File: config.mk
export PLATFORM = sky130hd
export DESIGN_NAME = fu_arith_pipe
export DESIGN_NICKNAME = d
export VERILOG_FILES = /design/src/rtl/fu_arith_pipe.sv
export SDC_FILE = /design/constraint.sdc
export NUM_CORES = 1
export LEC_CHECK = 0
export BUFFER_PORTS_ARGS = -buffer_cell sky130_fd_sc_hd__buf_2
export CELL_PAD_IN_SITES_DETAIL_PLACEMENT = 1
export CELL_PAD_IN_SITES_GLOBAL_PLACEMENT = 2
export CORE_MARGIN = 3
export CORE_UTILIZATION = 38
export DETAILED_ROUTE_END_ITERATION = 10
export PLACE_DENSITY = 0.9
export SLEW_MARGIN = 20
export SYNTH_ARGS = -nofsm -noshare
export SYNTH_HDL_FRONTEND = slang
export SYNTH_SLANG_ARGS = --single-unit
File: constraint.sdc
create_clock -name clk -period 6.8 [get_ports clk]
set_clock_uncertainty 0.1 [all_clocks]
set_input_delay 0.68 -clock clk [delete_from_list [all_inputs] [get_ports clk]]
set_output_delay 0.68 -clock clk [all_outputs]
set_load 0.01 [all_outputs]
File: src/rtl/fu_arith_pipe.sv
// Two-stage A64 ADD/SUB(S) execution unit (immediate and shifted-register forms).
// Stage 1 decodes and registers operands; stage 2 adds and registers result and flags.
module fu_arith_pipe #(
  parameter int unsigned PRN_W = 7,
  parameter int unsigned ID_W  = 6
) (
  input  logic             clk,
  input  logic             rst_n,
  input  logic             flush,
  input  logic             in_valid,
  output logic             in_ready,
  input  logic [31:0]      inst,
  input  logic [63:0]      op_a,
  input  logic [63:0]      op_b,
  input  logic [PRN_W-1:0] in_prn,
  input  logic [ID_W-1:0]  in_id,
  output logic             out_valid,
  input  logic             out_ready,
  output logic [63:0]      out_result,
  output logic             out_result_valid,
  output logic [3:0]       out_flags,
  output logic             out_flags_valid,
  output logic             out_illegal,
  output logic [PRN_W-1:0] out_prn,
  output logic [ID_W-1:0]  out_id
);

  localparam int unsigned XLEN = 64;
  localparam int unsigned WLEN = 32;

  // decode
  logic            is_imm_c, is_reg_c, sf_c, sub_c, s_c, illegal_c;
  logic [1:0]      shift_c;
  logic [5:0]      imm6_c;
  logic [WLEN-1:0] bw_c;
  logic [XLEN-1:0] bop_c;
  logic            unused_c;

  assign unused_c = ^inst[9:5];

  always_comb begin
    is_imm_c  = (inst[28:23] == 6'b100010);
    is_reg_c  = (inst[28:24] == 5'b01011) && !inst[21];
    sf_c      = inst[31];
    sub_c     = inst[30];
    s_c       = inst[29];
    shift_c   = inst[23:22];
    imm6_c    = inst[15:10];
    bw_c      = '0;
    bop_c     = '0;
    if (is_imm_c) begin
      bop_c = inst[22] ? (XLEN'(inst[21:10]) << 12) : XLEN'(inst[21:10]);
    end else if (sf_c) begin
      case (shift_c)
        2'b00:   bop_c = op_b << imm6_c;
        2'b01:   bop_c = op_b >> imm6_c;
        2'b10:   bop_c = $unsigned($signed(op_b) >>> imm6_c);
        default: bop_c = '0;
      endcase
    end else begin
      // W forms shift within 32 bits so ASR replicates bit 31
      case (shift_c)
        2'b00:   bw_c = op_b[31:0] << imm6_c[4:0];
        2'b01:   bw_c = op_b[31:0] >> imm6_c[4:0];
        2'b10:   bw_c = $unsigned($signed(op_b[31:0]) >>> imm6_c[4:0]);
        default: bw_c = '0;
      endcase
      bop_c = {32'b0, bw_c};
    end
    if (sub_c) bop_c = ~bop_c;
    illegal_c = !(is_imm_c || is_reg_c) ||
                (is_reg_c && ((shift_c == 2'b11) || (!sf_c && imm6_c[5])));
  end

  // handshake
  logic s1_valid, s2_valid;
  logic s1_adv_c, accept_c;

  assign s1_adv_c  = !s2_valid || out_ready;
  assign in_ready  = flush || !s1_valid || s1_adv_c;
  assign accept_c  = in_valid && in_ready && !flush;
  assign out_valid = s2_valid;

  // stage 1 registers
  logic [XLEN-1:0]  s1_a, s1_b;
  logic             s1_cin, s1_sf, s1_ill, s1_rv, s1_fv;
  logic [PRN_W-1:0] s1_prn;
  logic [ID_W-1:0]  s1_id;

  always_ff @(posedge clk or negedge rst_n) begin
    if (!rst_n) begin
      s1_valid <= 1'b0;
      s1_a     <= '0;
      s1_b     <= '0;
      s1_cin   <= 1'b0;
      s1_sf    <= 1'b0;
      s1_ill   <= 1'b0;
      s1_rv    <= 1'b0;
      s1_fv    <= 1'b0;
      s1_prn   <= '0;
      s1_id    <= '0;
    end else begin
      if (flush)         s1_valid <= 1'b0;
      else if (accept_c) s1_valid <= 1'b1;
      else if (s1_adv_c) s1_valid <= 1'b0;
      if (accept_c) begin
        s1_a   <= op_a;
        s1_b   <= bop_c;
        s1_cin <= sub_c;
        s1_sf  <= sf_c;
        s1_ill <= illegal_c;
        s1_rv  <= !illegal_c && !(s_c && (inst[4:0] == 5'b11111));
        s1_fv  <= !illegal_c && s_c;
        s1_prn <= in_prn;
        s1_id  <= in_id;
      end
    end
  end

  // stage 2 adder and flags at the active width
  logic [XLEN:0]   sum64_c;
  logic [WLEN:0]   sum32_c;
  logic [XLEN-1:0] res_c;
  logic            n_c, z_c, c_c, v_c;

  always_comb begin
    sum64_c = {1'b0, s1_a} + {1'b0, s1_b} + (XLEN+1)'(s1_cin);
    sum32_c = {1'b0, s1_a[31:0]} + {1'b0, s1_b[31:0]} + (WLEN+1)'(s1_cin);
    res_c   = sum64_c[XLEN-1:0];
    n_c     = sum64_c[63];
    c_c     = sum64_c[64];
    v_c     = (s1_a[63] == s1_b[63]) && (sum64_c[63] != s1_a[63]);
    if (!s1_sf) begin
      res_c = {32'b0, sum32_c[31:0]};
      n_c   = sum32_c[31];
      c_c   = sum32_c[32];
      v_c   = (s1_a[31] == s1_b[31]) && (sum32_c[31] != s1_a[31]);
    end
    z_c = (res_c == '0);
  end

  always_ff @(posedge clk or negedge rst_n) begin
    if (!rst_n) begin
      s2_valid         <= 1'b0;
      out_result       <= '0;
      out_flags        <= '0;
      out_result_valid <= 1'b0;
      out_flags_valid  <= 1'b0;
      out_illegal      <= 1'b0;
      out_prn          <= '0;
      out_id           <= '0;
    end else begin
      if (flush)         s2_valid <= 1'b0;
      else if (s1_adv_c) s2_valid <= s1_valid;
      if (!flush && s1_adv_c && s1_valid) begin
        out_result       <= res_c;
        out_flags        <= {n_c, z_c, c_c, v_c};
        out_result_valid <= s1_rv;
        out_flags_valid  <= s1_fv;
        out_illegal      <= s1_ill;
        out_prn          <= s1_prn;
        out_id           <= s1_id;
      end
    end
  end

endmodule

Word level (Yosys, flattened, before mapping)
Index checks and enable logic that the tools add are counted.
{"block": "op_classes", "n_bitwise": 1, "n_shift": 6, "add_sub_neg": 4, "reduce_logical": 30, "eq_ne": 10, "mux": 15}
{"cell": "64-bit two-way mux", "count": 4}
{"cell": "64-bit case mux with 3 select lines", "count": 1}
{"cell": "32-bit case mux with 3 select lines", "count": 1}
{"cell": "64-bit by 64-bit adder with 65-bit output", "count": 1}
{"cell": "65-bit by 1-bit adder with 65-bit output", "count": 1}
{"cell": "64-bit logical NOT", "count": 1}
{"cell": "64-bit NOT", "count": 1}
{"cell": "64-bit by 6-bit << shifter with 64-bit output", "count": 1}
{"cell": "64-bit by 6-bit right shift with 64-bit output", "count": 1}
{"cell": "64-bit by 6-bit >>> shifter with 64-bit output", "count": 1}
{"cell": "32-bit by 32-bit adder with 33-bit output", "count": 1}
{"cell": "33-bit by 1-bit adder with 33-bit output", "count": 1}
{"cell": "32-bit by 5-bit << shifter with 32-bit output", "count": 1}
{"cell": "32-bit by 5-bit right shift with 32-bit output", "count": 1}
{"cell": "32-bit by 5-bit >>> shifter with 32-bit output", "count": 1}
{"cell": "24-bit two-way mux", "count": 1}
{"cell": "1-bit logical AND", "count": 12}
{"cell": "1-bit logical NOT", "count": 8}
{"cell": "1-bit two-way mux", "count": 8}
{"cell": "6-bit equality test, second input constant", "count": 1}
{"cell": "1-bit logical OR", "count": 6}
{"cell": "5-bit by 4-bit equality test with 1-bit output, second input constant", "count": 1}
{"cell": "5-bit equality test, second input constant", "count": 1}
{"cell": "2-bit equality test, second input constant", "count": 2}
{"cell": "other kinds (6)", "count": 8}
{"block": "word_totals", "reg_bits": 232, "input_bits": 178, "elab_cells": 84, "output_inout_bits": 86}

Depth between registers and ports, before layout
{"block": "depth", "depth_word": 7, "mapped_depth": 16, "depth_no_buf": 14}

Least setup slack after synthesis
No wires, ideal clock.
{"block": "synth_timing", "path_type": "register to register", "from": "reg s1_a[0]", "to": "reg out_flags[2]", "path_slack_ns": 2.824, "period_less_slack_ns": 3.976, "t_required_ns": 6.597, "stages_incl_launch_ff": 15, "setup_time_ns": 0.103, "n_path_buf": 0, "arrival_time_ns": 3.773, "cell_sequence": "dfrtp_1 fa_1 fa_1 a21o_1 a221oi_4 xor2_1 o2111ai_1 nor4b_2 nand4_1 or4b_1 nor4b_1 and4_1 nand4_1 nand4b_4 o41ai_2"}
{"block": "synth_via", "elab_chain_cells": 4, "elab_cells_between_ends": 6, "cone_classes": "4 x add/sub; 1 x mux; 1 x reduce/logical"}
{"element": "from (decl)", "line_no": "85", "source": "logic [XLEN-1:0] s1_a, s1_b;"}
{"element": "from (signal assigned)", "line_no": "107", "source": "s1_a <= op_a;"}
{"element": "64-bit by 64-bit adder with 65-bit output or 32-bit by 32-bit adder with 33-bit output (tied branches)", "line_no": "127, 128"}
{"element": "65-bit by 1-bit adder with 65-bit output or 33-bit by 1-bit adder with 33-bit output (tied branches)", "line_no": "127, 128"}
{"element": "64-bit two-way mux (*)", "line_no": "133", "source": "if (!s1_sf) begin"}
{"element": "64-bit logical NOT (*)", "line_no": "139", "source": "z_c = (res_c == '0);"}
{"element": "to (signal assigned)", "line_no": "157", "source": "out_flags <= {n_c, z_c, c_c, v_c};"}
{"element": "to (decl)", "line_no": "21", "source": "output logic [3:0] out_flags,"}
Mark *: on every way between the ends. The rest lies on a longest branch, timed or not.
A chain may end at the register's enable or synchronous reset.

Worst setup path in the final report
Ends and elaborated chain as after synthesis.

==> summary.txt <==
Die
  – Initial core utilization: a little under 40%
  – Die W: 247 um
  – Die Y: approximately 250 um
  – Die area: 0.0612 sq mm
  – CORE AREA: 0.0570 sq mm
  – Boundary pin count: about 260
  – Row Count: between 80 and 90

Clocking
  – CTS tree: yes
  – Post-CTS setup buffer count: 0
  – Hold_buf cts: 0
  – H-tree Lvls: 1
  – CTS clock-pin slew for the worst setup and hold paths: 70 ps
  – Clk Latency, worst-skew pair: 530 ps
  – Root buffer cell: clkbuf_16
  – Inserted Clock Buffers: 23
  – Max Buffers Root-to-Sink: 3
  – CTS Sinks: 232
  – Post_cts resized: 0

Timing
  – Final hold vios: 0
  – Worst rel slew slack: 21.7%
  – Minimum clock period: 4790 ps
  – Setup TNS Final: 0 ps
  – Setup WS post-layout: 2010 ps
  – Worst Tran Pin Value: 1160 ps
  – Final setup vio count: 0
  – Achievable frequency: 209 MHz
  – Max-slew violations: 0
  – Final period util: 70.5%
  – RSZ-0062 raised after global routing: false

Synthesis
  – Async S/R FF share, synth: 100%
  – Synth Warn #: 0
  – Post-synthesis instance area: 0.0221 sq mm
  – Synth Area in XOR/XNOR: a little under 5%
  – Yosys reg bits: 232
  – Multiplexer share of the synthesized area: 14.7%
  – Compound-Gate Fraction of Synth Area: 24.5%
  – Post-Synth Adder-Cell Area: 3.74%
  – EDFF count, synth: 0
  – Synth Area per Inst: 7.52 sq um
  – Syn Inst Count: 2946
  – Synth cell types: 78
  – Top-area cell type share of the netlist area: 26.2%
  – Sequential area share after synthesis: about a quarter
  – Largest family of logic cells by synthesized area: compound AO/OA/AOI/OAI gates
  – Syn nets: 3189
  – Synth Area in Simple Gates: 21.4%
  – Synth area leaders: dfrtp_1 26%, nand2_1 11%, mux4_2 7.5%, o21ai_0 7.5%, nor2_1 5.7%
  – Ys flop type: dfrtp_1
  – Top cell type by total area after synthesis: dfrtp_1

GRT
  – Vias in the first global route: 23900
  – Antenna violations before repair: 0
  – GRT Total Usage: roughly 34%
  – Largest net degree at the start of global routing: 207
  – First-pass GRT wire length: 156000 um
  – GRT Residual Overflow: 0

Critical path
  – Crit path launch type: flip-flop
  – Worst EP required: ~7100 ps
  – FF-to-FF path depth: 14
  – Worst Path Class, Setup: flip-flop to flip-flop
  – Crit. End Element: flip-flop
  – Worst Path Arrival: 5120 ps
  – Critical Path Fanout Max: 6

Drt
  – Via density: 6.18
  – DR pass1 iterations: 5
  – Vias: 23600
  – Routed wire length: 105000 um
  – Starting DRT DRC Count: 1830
  – DR WL/cell: 27.6 um
  – DRC Markers: 0
  – DRT antenna net count: 0

Finish
  – Layout cell share with drive strength beyond 1: between 10% and 20%
  – Commonest cells after routing, fill and taps aside: 625 x nand2_1, 335 x nor2_1, 330 x o21ai_0, 253 x buf_2, 232 x dfrtp_1
  – Most common cell after layout, fill and taps aside: nand2_1
  – Synthesis-to-finish area growth: 11.3%
  – Fin nets: 3287

Pwr
  – Worst VDD drop: 236 uV
  – Leakage power: 11.0 nW
  – Power density over cell area: approximately 240 mW/mm^2

Job
  – Max-Cap Viols: 0

Placement
  – Pre-CTS setup slack: 1880 ps
  – DP Wirelength: 82400 um
  – PortBufs: 258
  – Placer Congestion: 0.986

Status
  – Status: completed

Worst hold path
  – Min-delay worst type: input pin to async pin
[synthesized netlist by cell type (5+ instances only)]
cell type / instances
a211o_1: 5
a211oi_1: 32
a21boi_0: 7
a21o_1: 28
a21oi_1: 229
a221o_1: 7
a221oi_1: 13
a22o_1: 10
a22oi_1: 15
a31oi_1: 30
and2_1: 11
buf_1: 40
buf_2: 20
clkbuf_1: 169
dfrtp_1: 232
ha_1: 63
inv_1: 31
mux2_2: 30
mux2i_1: 126
mux4_2: 74
nand2_1: 626
nand2b_1: 31
nand3_1: 22
nand4_1: 30
nor2_1: 337
nor2b_1: 15
nor3_1: 29
o2111ai_1: 5
o211ai_1: 33
o21a_1: 18
o21ai_0: 330
o21bai_1: 10
o221ai_1: 22
o22ai_1: 41
o31ai_1: 6
o32a_1: 5
o32ai_1: 5
or2_2: 6
or3_1: 5
xnor2_1: 71
xor2_1: 53
[per-layer routing]
metal | wire [um] | global-route usage (%)
met1 | 44100 | 43.8
met2 | 48200 | 54.7
met3 | 5860 | 2.74
met4 | 7260 | 19.7
met5 | 0 | 0
[registers in the layout, indices dropped and copies added (netlist names), 4 cells and up]
signal / flops
s1_id: 6
out_flags: 4
out_result: 64
s1_b: 64
s1_a: 64
s1_prn: 7
out_id: 6
out_prn: 7
[final timing paths]
| path | slack, ps | start | to |
|---|---|---|---|
| min reg2reg | 360 | s1_id[1]$_DFFE_PN0P_ | out_id[1]$_DFFE_PN0P_ |
| max | 2010 | s1_a[0]$_DFFE_PN0P_ | out_flags[2]$_DFFE_PN0P_ |
| max in group asynchronous | 5210 | rst_n | s1_a[42]$_DFFE_PN0P_ |
| min | 110 | rst_n | out_result[1]$_DFFE_PN0P_ |
| min in group clk | 240 | in_id[3] | s1_id[3]$_DFFE_PN0P_ |
| max reg2reg | 2010 | s1_a[0]$_DFFE_PN0P_ | out_flags[2]$_DFFE_PN0P_ |
[worst max-delay path: stages, from the launching register on]
cell and delay (ps):
dfrtp_1 400, fa_1 480, fa_1 430, a21o_1 240
a221oi_4 380, xor2_1 240, o2111ai_1 160, nor4b_2 340
nand4_1 150, or4b_1 490, nor4b_1 410, and4_1 300
nand4_1 160, nand4b_4 210, o41ai_2 200
[through the flow]
stage | total power, mW | utilization (%) | cell area [sq um] | hold slack [ps] | cells
after global placement | 4.66 | 41.9 | 23900 | 349 | 3775
after floorplan | 3.63 | - | 22100 | 284 | 2946
after CTS | 6.01 | 43.2 | 24600 | 130 | 3816
after detailed placement | 4.74 | 41.9 | 23900 | 351 | 3775
final | 6.02 | 43.2 | 24600 | 109 | 3817
after global routing | 6.40 | 43.2 | 24600 | 179 | 3816
[layout make-up]
| cell class | instances | area (sq um) |
|---|---|---|
| Tap cell | 756 | 946 |
| Inverter | 34 | 130 |
| Clock inverter | 11 | 70.1 |
| Antenna cell | 1 | 2.50 |
| Multi-Input combinational cell | 2451 | 15400 |
| Fill cell | 7122 | 32400 |
| Clock buffer | 30 | 652 |
| Sequential cell | 232 | 5810 |
| Timing Repair Buffer | 302 | 1670 |
[power breakdown]
part	total, mW	switching [mW]	internal, mW
sequential	1.89	0.218	1.67
combinational	2.88	1.88	1.00
clock	1.25	0.566	0.680
[cell families after synthesis]
kind of cell | Yosys count
compound gates | 893
mux | 230
xor+xnor | 124
flops | 232
simple gates | 1139
buf+inv | 263
fa+ha+maj | 65
No activity file was read; power rests on OpenSTA's default activity.
